`src/rtl/vote_pkg.sv`:
```
// Shared types and constants for the seven-voter vote controller.
// The popcount helper is shared by the controller and the majority block.
package vote_pkg;

  localparam int NVOTERS  = 7;
  localparam int MAJORITY = 4;

  typedef enum logic [1:0] {
    ST_IDLE   = 2'd0,
    ST_VOTE   = 2'd1,
    ST_RESULT = 2'd2
  } vote_state_e;

  function automatic logic [2:0] popcount7(input logic [NVOTERS-1:0] m);
    logic [2:0] c;
    c = '0;
    for (int i = 0; i < NVOTERS; i++) c = c + {2'b00, m[i]};
    return c;
  endfunction

endpackage

```
`src/rtl/vote_majority7.sv`:
```
// Combinational majority verdict over a 7-bit yes mask.
module vote_majority7
  import vote_pkg::*;
(
  input  logic [NVOTERS-1:0] mask,
  output logic               verdict
);

  logic [2:0] cnt;

  assign cnt     = popcount7(mask);
  assign verdict = (int'(cnt) >= MAJORITY);

endmodule

```
`src/rtl/vote_ctrl7.sv`:
```
// Seven-voter session controller: IDLE -> VOTE -> RESULT with a timed window.
// All outputs are registered; state_dbg mirrors the state register.
module vote_ctrl7
  import vote_pkg::*;
#(
  parameter int WINDOW = 1000
) (
  input  logic               clk,
  input  logic               rst_n,
  input  logic               start,
  input  logic               abort,
  input  logic [NVOTERS-1:0] yes,
  input  logic [NVOTERS-1:0] no,
  output logic               busy,
  output logic               done,
  output logic               pass,
  output logic [2:0]         yes_cnt,
  output logic [NVOTERS-1:0] voted,
  output logic [15:0]        time_left,
  output vote_state_e        state_dbg
);

  localparam logic [15:0] LOAD = 16'(WINDOW - 1);

  vote_state_e        state;
  logic [NVOTERS-1:0] yes_mask;
  logic [NVOTERS-1:0] accept;
  logic [NVOTERS-1:0] nxt_voted;
  logic [NVOTERS-1:0] nxt_mask;
  logic               close;
  logic               verdict;

  // A vote counts only from a voter not yet recorded, with exactly one of yes/no.
  always_comb begin
    accept    = ~voted & (yes ^ no);
    nxt_voted = voted | accept;
    nxt_mask  = yes_mask | (accept & yes);
    close     = (time_left == 16'd0) || (&nxt_voted);
  end

  vote_majority7 u_majority (
    .mask    (nxt_mask),
    .verdict (verdict)
  );

  assign state_dbg = state;

  always_ff @(posedge clk or negedge rst_n) begin
    if (!rst_n) begin
      state     <= ST_IDLE;
      busy      <= 1'b0;
      done      <= 1'b0;
      pass      <= 1'b0;
      yes_cnt   <= '0;
      voted     <= '0;
      yes_mask  <= '0;
      time_left <= '0;
    end else if (abort) begin
      state     <= ST_IDLE;
      busy      <= 1'b0;
      done      <= 1'b0;
      pass      <= 1'b0;
      yes_cnt   <= '0;
      voted     <= '0;
      yes_mask  <= '0;
      time_left <= '0;
    end else begin
      done <= 1'b0;
      case (state)
        ST_IDLE, ST_RESULT: begin
          if (start) begin
            state     <= ST_VOTE;
            busy      <= 1'b1;
            pass      <= 1'b0;
            yes_cnt   <= '0;
            voted     <= '0;
            yes_mask  <= '0;
            time_left <= LOAD;
          end
        end
        ST_VOTE: begin
          voted    <= nxt_voted;
          yes_mask <= nxt_mask;
          yes_cnt  <= popcount7(nxt_mask);
          // Closing at time_left==0 means the decrement never has to saturate.
          if (close) begin
            state     <= ST_RESULT;
            busy      <= 1'b0;
            done      <= 1'b1;
            pass      <= verdict;
            time_left <= '0;
          end else begin
            time_left <= time_left - 16'd1;
          end
        end
        default: state <= ST_IDLE;
      endcase
    end
  end

endmodule

```
`config.mk`:
```
export PLATFORM = sky130hd
export DESIGN_NAME = vote_ctrl7
export DESIGN_NICKNAME = d
export VERILOG_FILES = /design/src/rtl/vote_pkg.sv /design/src/rtl/vote_majority7.sv /design/src/rtl/vote_ctrl7.sv
export SDC_FILE = /design/constraint.sdc
export NUM_CORES = 1
export LEC_CHECK = 0
export ABC_AREA = 1
export BUFFER_PORTS_ARGS = -buffer_cell sky130_fd_sc_hd__buf_2
export CAP_MARGIN = 5
export CORE_MARGIN = 3
export CORE_UTILIZATION = 25
export CTS_CLUSTER_SIZE = 10
export DETAILED_ROUTE_END_ITERATION = 10
export PLACE_DENSITY = 0.44
export SLEW_MARGIN = 5
export SYNTH_ARGS = -nofsm -noshare
export SYNTH_HDL_FRONTEND = slang
export SYNTH_HIERARCHICAL = 1
export SYNTH_SLANG_ARGS = --single-unit
```
`constraint.sdc`:
```
create_clock -name clk -period 6.5 [get_ports clk]
set_input_delay 0.325 -clock clk [delete_from_list [all_inputs] [get_ports clk]]
set_output_delay 0.325 -clock clk [all_outputs]
set_load 0.005 [all_outputs]
```
Yosys cells after proc, flatten, opt, wreduce, memory -nomap -nowiden
Cells that the tools add are included.
- add/subtract/negate cells: 7
- $lt $le $gt $ge: 1
- equality and inequality tests: 4
- mux-type cells: 27
- bitwise logic cells: 6
- reduce and logical (&&, ||, !) cells: 9
- operators by type and width (cell ; count):
    two-way mux 16 bit ; 3
    one-hot mux 16 bit (2 select lines) ; 1
    one-hot mux 7 bit (2 select lines) ; 2
    two-way mux 7 bit ; 3
    logical NOT 16 bit ; 1
    subtractor 16 x 1 -> 16 bit (second input constant) ; 1
    adder 3 x 1 -> 3 bit ; 5
    bitwise AND 7 bit ; 2
    OR 7 bit ; 2
    two-way mux 1 bit ; 9
    inverter 7 bit ; 1
    AND reduction 7 bit ; 1
    XOR 7 bit ; 1
    two-way mux 2 bit ; 3
    two-way mux 3 bit ; 2
    != test 3 bit (second input constant) ; 2
    one-hot mux 3 bit (2 select lines) ; 1
    one-hot mux 1 bit (2 select lines) ; 2
    one-hot mux 2 bit (2 select lines) ; 1
    AND reduction 2 bit ; 2
    >= comparator 3 bit (second input constant) ; 1
    AND reduction 3 bit ; 1
    nonzero test 3 bit ; 1
    adder 1 x 1 -> 2 bit ; 1
    5 further kinds ; 5
- register bits after elaboration: 38
- bits of input ports: 18
- output and inout bits: 31
- logic and storage cells: 62

Longest topological paths before layout
Gate-level depths: netlist (run 1).
- depth after elaboration: 14
- depth in mapped cells: 14
- gate-level depth less buffers: 14

By module
The synthesis (run 1) kept the hierarchy.
- by module, submodules not included (module ; times used ; cells each ; area each (um^2) ; sequential area each (um^2)):
    vote_ctrl7 ; 1 ; 286 ; 2247.2 ; 950.9
    vote_majority7 ; 1 ; 15 ; 106.4 ; 0.0

Worst setup path before layout (run 1)
OpenSTA, ideal clock, no wires.
- path kind: input -> register
- from: input port no[0]
- to: register yes_cnt[1]
- setup time: 126 ps
- arrival: 2713 ps
- data required time: 6374 ps
- slack: 3661 ps
- stages on the path: 9
- buffers on the path: 0
- cell sequence: inv_1 -> nand2_1 -> o21ai_0 -> fa_1 -> inv_1 -> fa_1 -> fa_1 -> fa_1 -> o21ai_0
- word-level cells in the longest chain between the ends: 12
- RTL lines (item ; RTL line ; text):
    start, declared ; vote_ctrl7.sv:13 ; input logic [NVOTERS-1:0] no,
    XOR 7 bit ; vote_ctrl7.sv:35 ; accept = ~voted & (yes ^ no);
    bitwise AND 7 bit ; vote_ctrl7.sv:35 ;
    bitwise AND 7 bit ; vote_ctrl7.sv:37 ; nxt_mask = yes_mask | (accept & yes);
    OR 7 bit ; vote_ctrl7.sv:37 ;
    via nxt_mask[0] ; vote_ctrl7.sv:29 ; logic [NVOTERS-1:0] nxt_mask;
    adder 1 x 1 -> 2 bit ; vote_pkg.sv:17 ; for (int i = 0; i < NVOTERS; i++) c = c + {2'b00, m[i]};
    adder 3 x 1 -> 3 bit (5 in series) ; n/a ;
    one-hot mux 3 bit (2 select lines) ; vote_ctrl7.sv:69 ; case (state)
    two-way mux 3 bit ; vote_ctrl7.sv:58 ; end else if (abort) begin
    end signal, assigned ; vote_ctrl7.sv:84 ; yes_cnt <= popcount7(nxt_mask);
    end, declared ; vote_ctrl7.sv:17 ; output logic [2:0] yes_cnt,
The timed path passes the listed nets, and every way through them passes these cells.
A chain may end at the register's enable or synchronous reset.

Final worst setup path (run 1)
- from: register voted[0]
- to: register yes_cnt[1]
- word-level cells in the longest chain between the ends: 12
- RTL lines (item ; RTL line ; text):
    start, declared ; vote_ctrl7.sv:18 ; output logic [NVOTERS-1:0] voted,
    start signal, assigned ; vote_ctrl7.sv:82 ; voted <= nxt_voted;
    inverter 7 bit ; vote_ctrl7.sv:35 ;
    bitwise AND 7 bit ; vote_ctrl7.sv:35 ;
    bitwise AND 7 bit ; vote_ctrl7.sv:37 ;
    OR 7 bit ; vote_ctrl7.sv:37 ;
    via nxt_mask[0] ; vote_ctrl7.sv:29 ;
    adder 1 x 1 -> 2 bit ; vote_pkg.sv:17 ;
    adder 3 x 1 -> 3 bit (5 in series) ; n/a ;
    one-hot mux 3 bit (2 select lines) ; vote_ctrl7.sv:69 ;
    two-way mux 3 bit ; vote_ctrl7.sv:58 ;
The timed path passes the listed nets, and every way through them passes these cells.

==> results by group, run 1 <==
Worst hold path
  • Tightest Hold Check Type: primary input to async pin

CTS
  • CTS buffer count: 5
  • H-tree depth: 2
  • Skew-Pair Late Insertion Delay: 0.29 ns
  • Clk buf depth: 2
  • Root Buffer: clkbuf_8
  • Resized Gates After CTS: 0
  • Clock sink count: 38
  • Postcts setup bufs: 0
  • CTS hold repair buffers: 0
  • Clock slew at reported path FFs: about 0.08 ns
  • TritonCTS clock tree: yes

Final layout
  • Finished layout cell area: 0.00279 mm²
  • Layout area overhead: 18.6%
  • Layout Nets: 381
  • Diodes inserted: 0
  • Filler Cell Count: 970
  • Fraction of layout cells with a size suffix above 1: 0.241

Global routing
  • Global-route wire length before repair: 9400 µm
  • All-Layer GR Usage: 0.113
  • Vias in the first global route: roughly 1900
  • Initial antenna violation count: 0
  • Pin count of the biggest net entering global routing: 39
  • Grt total ovfl: 0

STA
  • Setup TNS: 0 ns
  • Final setup viols: 0
  • Min Clock Period, post-route: roughly 3.0 ns
  • Worst slew margin: 0.395
  • Max Slew Vio Count: 0
  • Fmax: ~330 MHz
  • Final Skew: around 0.0054 ns
  • Tcrit/Tclk final: 0.463
  • Final Hold Fails: 0
  • Worst Tran Pin Value: a little over 0.9 ns
  • RSZ-0062 raised after global routing: false

Pwr
  • Sw frac: 0.438
  • Pleak: around 1.5 nW
  • Pwr Total: 0.919 mW
  • Sw power: a little over 0.4 mW
  • Worst VDD drop: just over 0.09 mV
  • Int Power: around 0.52 mW
  • Power per cell area: ~330 mW/mm²
  • Clk pwr share: 0.174
  • Combinational share of power: 0.450
  • Sequential power share: 0.376

Floorplan
  • I/O pins: 49
  • Die Y: about 100 µm
  • Core Area: between 0.008 and 0.009 mm²
  • Initial core utilization: 0.263
  • Die W: slightly above 100 µm
  • FP Rows: 34
  • DIE AREA: around 0.011 mm²

Synth
  • Number of flops mapped to enable cells by yosys: 0
  • Top-count cell post-synth: nand2_1
  • Register bit count reported by yosys: 38
  • Commonest cells in the netlist: 68 x nand2_1, 54 x inv_1, 38 x dfrtp_1
  • Top FF cell, synth: dfrtp_1
  • Mapped Avg Cell Area: ~8 µm²
  • Yosys top cell area share: 0.404
  • Cell accounting for the most synthesized area: dfrtp_1
  • Syn Inst Count: around 300
  • Sequential element share of the synthesized area: 0.404
  • Net Count, Synth: ~330
  • Netlist Area Pre-Place: ~0.0024 mm²
  • Asr flop ratio synth: 1.00
  • Synth cell types: 32
  • Top cells by area, synth: dfrtp_1 40%, nand2_1 11%, inv_1 8.6%
  • Synth Warn #: 6

Critical path
  • Startpoint types: flip-flop
  • Critical path type: flip-flop to flip-flop
  • Endpoint type of the worst setup path: flip-flop
  • Data arrival time of the critical path: 3.19 ns
  • Worst EP required: 6.68 ns
  • CP Max Fanout: 3

Placement
  • HPWL Detailed: roughly 4300 µm
  • Placer Congestion: 0.797
  • Port bufs: 48
  • Placed inst area: roughly 0.0027 mm²

Outcome
  • Status: finished clean

Route
  • Residual DRC: 0
  • Post-route ant nets: 0
  • Detailed-router iteration count before antenna repair: 4
  • DRT iter0 DRCs: 76
  • Routed WL: slightly below 6000 µm
  • DR WL/cell: ~12 µm
  • Via count: 2042
  • Mean number of vias per cell: 4.43

Job
  • Max_cap viols: 0
[area by class of cell]
class | instances | area (µm²) | area share
clock buffer | 5 | 68.8 | 0.0247
timing repair buffer | 48 | 240 | 0.0861
clock inverter | 2 | 10.0 | 0.00359
inverter | 61 | 240 | 0.0861
sequential | 38 | 951 | 0.341
tap | 108 | 135 | 0.0484
multi-input combinational | 199 | 1150 | 0.411
[layout by cell type (no fill, tap or decap), drive strengths merged]
cell type and instances:
a21boi 2, a21oi 11, buf 48, clkbuf 5, clkinv 4, dfrtp 38, fa 6, ha 4
inv 59, nand2 79, nand3 15, nand3b 3, nand4 11, nor2 37, nor3 3, o21ai 18
o22ai 1, o41ai 1, xnor2 1, xor2 7
[worst max-delay path, stage by stage, from the launching register on]
cell and delay, ns:
dfrtp_1 0.39, o21ai_0 0.52, fa_1 0.51, inv_1 0.09
fa_1 0.44, fa_1 0.39, fa_1 0.48, o21ai_0 0.08
[registers in the layout, summed over array words and instances (netlist names)]
signal and count:
time_left 16, voted 7, yes_mask 7, yes_cnt 3
state_dbg 2, busy 1, done 1, pass 1
[logic make-up (layout without fill, tap and decap cells)]
family	after synthesis	in the layout	share of synthesized area
simple gates	148	148	0.310
buf+inv	64	116	0.109
flops	38	38	0.404
compound gates	33	33	0.0744
fa+ha+maj	10	10	0.0723
xor+xnor	8	8	0.0298
[path summary, 6_finish.rpt]
kind	slack, ns	from	end	depth (start not counted)
worst max-delay path	3.49	voted[0]$_DFFE_PN0P_	yes_cnt[1]$_DFFE_PN0P_	7
worst min-delay path	0.16	rst_n	time_left[10]$_DFFE_PN0P_	1
worst max register to register	3.49	voted[0]$_DFFE_PN0P_	yes_cnt[1]$_DFFE_PN0P_	7
worst min register to register	0.50	yes_cnt[0]$_DFFE_PN0P_	yes_cnt[0]$_DFFE_PN0P_	2
max in group asynchronous	5.77	rst_n	voted[1]$_DFFE_PN0P_	1
min in group clk	0.22	start	state_dbg[1]$_DFFE_PN0P_	2
[through the flow]
step           hold slack (ns)  worst slack [ns]  utilization  std cells
6_report                 0.163              3.49        0.312        461
5_1_grt                  0.211              3.28        0.312        461
4_1_cts                  0.189              3.50        0.312        461
3_5_place_dp             0.479              3.36        0.304        454
3_3_place_gp             0.474              3.41        0.304        454
2_1_floorplan           0.0294              3.66            -        301
[power groups by stage]
stage	Clock (mW)	Sequential (mW)	Combinational (mW)
finish	0.160	0.346	0.414
global route	0.176	0.357	0.481
detailed placement	0	0.351	0.419
CTS	0.167	0.347	0.422
global placement	0	0.352	0.419
floorplan	0	0.345	0.291
[per-layer routing]
metal  part of all wire  routed length (µm)  global-route usage
met2               0.44                2560               0.174
met4              0.014                  78              0.0339
met3              0.042                 240              0.0250
met1               0.50                2880               0.159
met5                  0                   0                   0
No activity file was read; power rests on OpenSTA's default activity.
==> run 2, diff against run 1 <==
==> constraint.sdc (replaced) <==
create_clock -name clk -period 3.1 [get_ports clk]
set_input_delay 0.155 -clock clk [delete_from_list [all_inputs] [get_ports clk]]
set_output_delay 0.155 -clock clk [all_outputs]
set_load 0.005 [all_outputs]
==> results by group, run 2 (synthesized netlist as in run 1, its figures left out) <==
Outcome
  • Status: finished with violations (was finished clean)
  • Failing checks: negative hold slack

Floorplan
  • Initial core utilization: 0.263 (unchanged)
  • Die W: 103 µm (unchanged)
  • I/O pins: 49 (unchanged)
  • Die Y: 103 µm (unchanged)
  • FP Rows: 34 (unchanged)
  • Core Area: 0.00893 mm² (unchanged)
  • DIE AREA: 0.0106 mm² (unchanged)

Critical path
  • Startpoint types: flip-flop (unchanged)
  • Register-to-Register Path Depth: 9 (was 7)
  • Endpoint type of the worst setup path: flip-flop (unchanged)
  • Worst r2r dst: yes_cnt[1]$_DFFE_PN0P_ (unchanged)
  • CP Max Fanout: 3 (unchanged)
  • Worst reg2reg startpoint: yes_mask[0]$_DFFE_PN0P_ (was voted[0]$_DFFE_PN0P_)
  • Critical path type: flip-flop to flip-flop (unchanged)
  • Worst EP required: 3.28 ns (was 6.68 ns)
  • Worst R2R Setup Slack: 0.35 ns (was 3.49 ns)
  • Data arrival time of the critical path: 2.93 ns (was 3.19 ns)

CTS
  • Resized Gates After CTS: 0 (unchanged)
  • CTS buffer count: 5 (unchanged)
  • H-tree depth: 2 (unchanged)
  • Clock sink count: 38 (unchanged)
  • Clk buf depth: 2 (unchanged)
  • TritonCTS clock tree: yes (unchanged)
  • Skew-Pair Late Insertion Delay: 0.29 ns (about the same)
  • Postcts setup bufs: 0 (unchanged)
  • Root Buffer: clkbuf_8 (unchanged)
  • Clock slew at reported path FFs: 0.08 ns (about the same)
  • CTS hold repair buffers: 0 (unchanged)

Global routing
  • Pin count of the biggest net entering global routing: 39 (unchanged)
  • All-Layer GR Usage: 0.113 (about the same)
  • Vias in the first global route: 1935 (was 1932)
  • Global-route wire length before repair: 9450 µm (was 9400 µm)
  • Grt total ovfl: 0 (unchanged)
  • Initial antenna violation count: 0 (unchanged)

STA
  • Max Slew Vio Count: 0 (unchanged)
  • Final Hold Fails: 29 (was 0)
  • Final setup viols: 0 (unchanged)
  • Fmax: 363 MHz (was 332 MHz)
  • Worst slew margin: 0.412 (was 0.395)
  • Tcrit/Tclk final: 0.888 (was 0.463)
  • Setup TNS: 0 ns (unchanged)
  • Worst hold margin: -0.00752 ns (was 0.163 ns)
  • Min Clock Period, post-route: 2.75 ns (was 3.01 ns)
  • Worst Tran Pin Value: 0.882 ns (was 0.908 ns)
  • RSZ-0062 raised after global routing: false (unchanged)
  • Final Skew: 0.00948 ns (was 0.00538 ns)

Final layout
  • Biggest register: time_left (unchanged)
  • Largest registers: time_left x16, voted x7, yes_mask x7 (unchanged)
  • Area of the multi-input gates: 0.00115 mm² (unchanged)
  • Filler Cell Count: 978 (was 970)
  • Layout area overhead: 20.1% (was 18.6%)
  • Register area: 951 µm² (unchanged)
  • Layout Nets: 384 (was 381)
  • Final std cells w/o fill: 465 (was 461)
  • Diodes inserted: 0 (unchanged)
  • Most frequent cells in the layout: 68 x nand2_1, 54 x inv_1, 48 x buf_2, 38 x dfrtp_1, 28 x nor2_1 (unchanged)
  • Largest register FFs: 16 (unchanged)
  • Fraction of layout cells with a size suffix above 1: 0.246 (was 0.241)
  • Most common cell after layout, fill and taps aside: nand2_1 (unchanged)

Route
  • Detailed-router iteration count before antenna repair: 4 (unchanged)
  • Mean number of vias per cell: 4.26 (was 4.43)
  • DRT iter0 DRCs: 75 (was 76)
  • Routed WL: 5500 µm (was 5760 µm)
  • DR WL/cell: 11.8 µm (was 12.5 µm)
  • Residual DRC: 0 (unchanged)
  • Via count: 1983 (was 2042)
  • Post-route ant nets: 0 (unchanged)

Placement
  • HPWL Detailed: 4170 µm (was 4300 µm)
  • Placer Congestion: 0.741 (was 0.797)
  • Placed Cells incl. Taps: 457 (was 454)
  • Port bufs: 48 (unchanged)

Pwr
  • Power per cell area: 689 mW/mm² (was 329 mW/mm²)
  • Pleak: 1.49 nW (was 1.47 nW)
  • Worst VDD drop: 0.174 mV (was 0.0919 mV)

Worst hold path
  • Tightest Hold Check Type: primary input to async pin (unchanged)

Job
  • Max_cap viols: 0 (unchanged)
-- run 2: changes by cell type in the layout (fill, tap and decap cells not counted), sizes merged --
cell,change
buf,+3
clkbuf,+2
clkinv,-1
-- run 2: final cells by class --
| cell class | count | share of cell area |
|---|---|---|
| Tap cell | 108 | 0.0478 |
| Clock inverter | 1 | 0.00177 |
| Clock buffer | 7 | 0.0305 |
| Timing Repair Buffer | 51 | 0.0930 |
| Multi-Input combinational cell | 199 | 0.405 |
| Sequential cell | 38 | 0.336 |
| Inverter | 61 | 0.0850 |
-- run 2: worst max-delay path, stage by stage, from the launching register on --
cell and delay, ns:
dfrtp_1 0.36, inv_1 0.06, o21ai_0 0.07, buf_4 0.16, fa_1 0.52, inv_1 0.06
fa_1 0.47, fa_1 0.39, fa_1 0.48, o21ai_0 0.07
-- run 2: power breakdown --
group	total (mW)	internal, mW	leakage, nW	switching (mW)
sequential	0.722	0.602	0.507	0.120
clock	0.353	0.180	0.0482	0.174
combinational	0.872	0.341	0.933	0.532
total	1.95	1.12	1.49	0.825
-- run 2: how the worst max path moves through the flow --
stage                                   to  cells past startpoint                     from
finish              yes_cnt[1]$_DFFE_PN0P_                      9  yes_mask[0]$_DFFE_PN0P_
global route        yes_cnt[1]$_DFFE_PN0P_                      9  yes_mask[0]$_DFFE_PN0P_
CTS                 yes_cnt[1]$_DFFE_PN0P_                      9  yes_mask[0]$_DFFE_PN0P_
detailed placement  yes_cnt[1]$_DFFE_PN0P_                      9  yes_mask[0]$_DFFE_PN0P_
global placement    yes_cnt[1]$_DFFE_PN0P_                      9  yes_mask[0]$_DFFE_PN0P_
floorplan           yes_cnt[1]$_DFFE_PN0P_                      7     voted[0]$_DFFE_PN0P_
-- run 2: metal layers --
metal  vias up  share of wire  track usage
li1       1041              -            -
met1       905           0.48        0.158
met2        33           0.46        0.179
met3         4          0.048       0.0237
met4         0          0.011       0.0269
met5         -              0            0
-- run 2: through the flow --
| stage | utilization | power (mW) | worst slack (ns) | area (µm²) | hold WS (ns) |
|---|---|---|---|---|---|
| final | 0.316 | 1.95 | 0.347 | 2830 | -0.00752 |
| after global routing | 0.316 | 2.17 | 0.183 | 2830 | 0.0499 |
| after CTS | 0.316 | 1.98 | 0.337 | 2830 | 0.0286 |
| after detailed placement | 0.306 | 1.62 | 0.346 | 2740 | 0.347 |
| after global placement | 0.306 | 1.62 | 0.370 | 2740 | 0.345 |
| after floorplan | - | 1.33 | 0.262 | 2350 | -0.141 |
==> run 3, diff against run 2 <==
--- a/config.mk
+++ b/config.mk
@@ -9,10 +9,11 @@
 export BUFFER_PORTS_ARGS = -buffer_cell sky130_fd_sc_hd__buf_2
 export CAP_MARGIN = 5
 export CORE_MARGIN = 3
-export CORE_UTILIZATION = 25
+export CORE_UTILIZATION = 43
 export CTS_CLUSTER_SIZE = 10
 export DETAILED_ROUTE_END_ITERATION = 10
-export PLACE_DENSITY = 0.44
+export HOLD_SLACK_MARGIN = 0.1
+export PLACE_DENSITY = 0.65
 export SLEW_MARGIN = 5
 export SYNTH_ARGS = -nofsm -noshare
 export SYNTH_HDL_FRONTEND = slang
==> results by group, run 3 (synthesized netlist as in run 1, its figures left out) <==
STA
  • Max Slew Vio Count: 0 (unchanged)
  • Final Hold Fails: 0 (was 29)
  • Setup TNS: 0 ns (unchanged)
  • Final Skew: 0.00347 ns (was 0.00948 ns)
  • Fmax: 367 MHz (was 363 MHz)
  • Worst slew margin: 0.424 (was 0.412)
  • Tcrit/Tclk final: 0.880 (was 0.888)
  • Worst hold margin: 0.109 ns (was -0.00752 ns)
  • Worst Tran Pin Value: 0.863 ns (was 0.882 ns)
  • Min Clock Period, post-route: 2.73 ns (was 2.75 ns)
  • Final WS setup: 0.372 ns (was 0.347 ns)
  • Final setup viols: 0 (unchanged)
  • RSZ-0062 raised after global routing: false (unchanged)

CTS
  • Clock sink count: 38 (unchanged)
  • CTS buffer count: 5 (unchanged)
  • Clk buf depth: 2 (unchanged)
  • Root Buffer: clkbuf_8 (unchanged)
  • Resized Gates After CTS: 0 (unchanged)
  • Skew-Pair Late Insertion Delay: 0.28 ns (was 0.29 ns)
  • H-tree depth: 2 (unchanged)
  • TritonCTS clock tree: yes (unchanged)
  • Clock slew at reported path FFs: 0.07 ns (was 0.08 ns)

Critical path
  • CP peak stage delay: 0.53 ns (was 0.52 ns)
  • CP Max Fanout: 3 (unchanged)
  • Worst EP required: 3.27 ns (was 3.28 ns)
  • Cell mode on critical path: fa_1 (unchanged)
  • CP max-delay cell: fa_1 (unchanged)
  • Number of buffers and inverters on the critical path: 3 (unchanged)
  • Data arrival time of the critical path: 2.90 ns (was 2.93 ns)
  • Top delay family on crit path: adder cells (unchanged)
  • Critical path type: flip-flop to flip-flop (unchanged)
  • Endpoint type of the worst setup path: flip-flop (unchanged)
  • Startpoint types: flip-flop (unchanged)
  • CP cell instances: inv_1, o21ai_0, buf_4, fa_1, inv_1, fa_1, fa_1, fa_1, o21ai_0 (unchanged)

Job
  • Max_cap viols: 0 (unchanged)

Route
  • Via count: 2029 (was 1983)
  • Detailed-router iteration count before antenna repair: 4 (unchanged)
  • DR WL/cell: 12.2 µm (was 11.8 µm)
  • DRT iter0 DRCs: 76 (was 75)
  • Residual DRC: 0 (unchanged)
  • Mean number of vias per cell: 4.74 (was 4.26)
  • Post-route ant nets: 0 (unchanged)
  • Routed WL: 5220 µm (was 5500 µm)

Placement
  • Port bufs: 48 (unchanged)
  • Setup WS pre-CTS: 0.364 ns (was 0.346 ns)
  • Placer Congestion: 0.751 (was 0.741)
  • HPWL Detailed: 3920 µm (was 4170 µm)

Outcome
  • Status: finished clean (was finished with violations)

Floorplan
  • Initial core utilization: 0.452 (was 0.263)
  • Die W: 80.0 µm (was 103 µm)
  • DIE AREA: 0.00640 mm² (was 0.0106 mm²)
  • I/O pins: 49 (unchanged)
  • FP Rows: 26 (was 34)
  • Die Y: 80.0 µm (was 103 µm)
  • Core Area: 0.00520 mm² (was 0.00893 mm²)

Final layout
  • Largest register FFs: 16 (unchanged)
  • Diodes inserted: 0 (unchanged)
  • Util after Layout: 0.535 (was 0.316)
  • Largest registers: time_left x16, voted x7, yes_mask x7 (unchanged)
  • Fraction of layout cells with a size suffix above 1: 0.240 (was 0.246)
  • Most common cell after layout, fill and taps aside: nand2_1 (unchanged)
  • Layout Nets: 386 (was 384)
  • Layout area overhead: 18.3% (was 20.1%)
  • Most frequent cells in the layout: 68 x nand2_1, 54 x inv_1, 48 x buf_2, 38 x dfrtp_1, 28 x nor2_1 (unchanged)
  • Filler Cell Count: 550 (was 978)
  • Biggest register: time_left (unchanged)

Global routing
  • All-Layer GR Usage: 0.182 (was 0.113)
  • Initial antenna violation count: 0 (unchanged)
  • Global-route wire length before repair: 9090 µm (was 9450 µm)
  • Grt total ovfl: 0 (unchanged)
  • Pin count of the biggest net entering global routing: 39 (unchanged)
  • Vias in the first global route: 2004 (was 1935)

Pwr
  • Pleak: 1.49 nW (about the same)
  • Power per cell area: 685 mW/mm² (was 689 mW/mm²)
  • Worst VDD drop: 0.363 mV (was 0.174 mV)

Worst hold path
  • Tightest Hold Check Type: primary input to flip-flop (was primary input to async pin)
==> run 3: cell types whose count changed in the layout (fill, tap and decap cells not counted), sizes merged <==
cell	delta
dlygate4sd3	+2
clkinv	-1
==> run 3: final cells by class <==
type / instances / area (µm²) / share of cell area
Inverter: 61 / 240 / 0.0863
Timing Repair Buffer: 53 / 283 / 0.102
Sequential cell: 38 / 951 / 0.342
Clock buffer: 7 / 76.3 / 0.0274
Tap cell: 70 / 87.6 / 0.0315
Multi-Input combinational cell: 199 / 1150 / 0.412
==> run 3: stage by stage <==
step | std cells | instance area [µm²] | power [mW]
6_report | 428 | 2780 | 1.91
3_5_place_dp | 419 | 2690 | 1.61
2_1_floorplan | 301 | 2350 | 1.33
3_3_place_gp | 419 | 2690 | 1.59
4_1_cts | 428 | 2780 | 1.93
5_1_grt | 428 | 2780 | 2.11
==> run 3: worst register-to-register path, cell delays in order, from the launching register on <==
cell and delay, ns:
dfrtp_1 0.36, inv_1 0.05, o21ai_0 0.07, buf_4 0.16, fa_1 0.53, inv_1 0.05
fa_1 0.46, fa_1 0.39, fa_1 0.48, o21ai_0 0.07
==> run 3: power by group <==
group / switching (mW) / total [mW] / leakage, nW / internal (mW)
Clock: 0.165 / 0.320 / 0.0383 / 0.155
Combinational: 0.529 / 0.867 / 0.941 / 0.338
Sequential: 0.119 / 0.721 / 0.507 / 0.602
Total: 0.812 / 1.91 / 1.49 / 1.10
==> run 3: timing repair <==
item / CTS / global route
hold buffers: 2 / 0
endpoints found under the setup margin: 0 / 0
endpoints found under the hold margin: 39 / 0
buffers inserted: 0 / 0
==> run 3: worst paths after layout <==
kind	start	end	slack (ns)	cells after the start
min in group asynchronous	rst_n	time_left[6]$_DFFE_PN0P_	0.52	2
max	yes_mask[0]$_DFFE_PN0P_	yes_cnt[1]$_DFFE_PN0P_	0.37	9
min reg2reg	pass$_DFFE_PN0P_	pass$_DFFE_PN0P_	0.47	2
max reg2reg	yes_mask[0]$_DFFE_PN0P_	yes_cnt[1]$_DFFE_PN0P_	0.37	9
min	abort	state_dbg[1]$_DFFE_PN0P_	0.11	2
max in group asynchronous	rst_n	time_left[0]$_DFFE_PN0P_	2.04	2
==> run 3: metal layers <==
metal	share of wire	GRT usage	routed length [µm]
met3	0.052	0.0463	269
met5	0	0	0
met4	0.011	0.0456	56
met1	0.46	0.241	2390
met2	0.48	0.297	2500
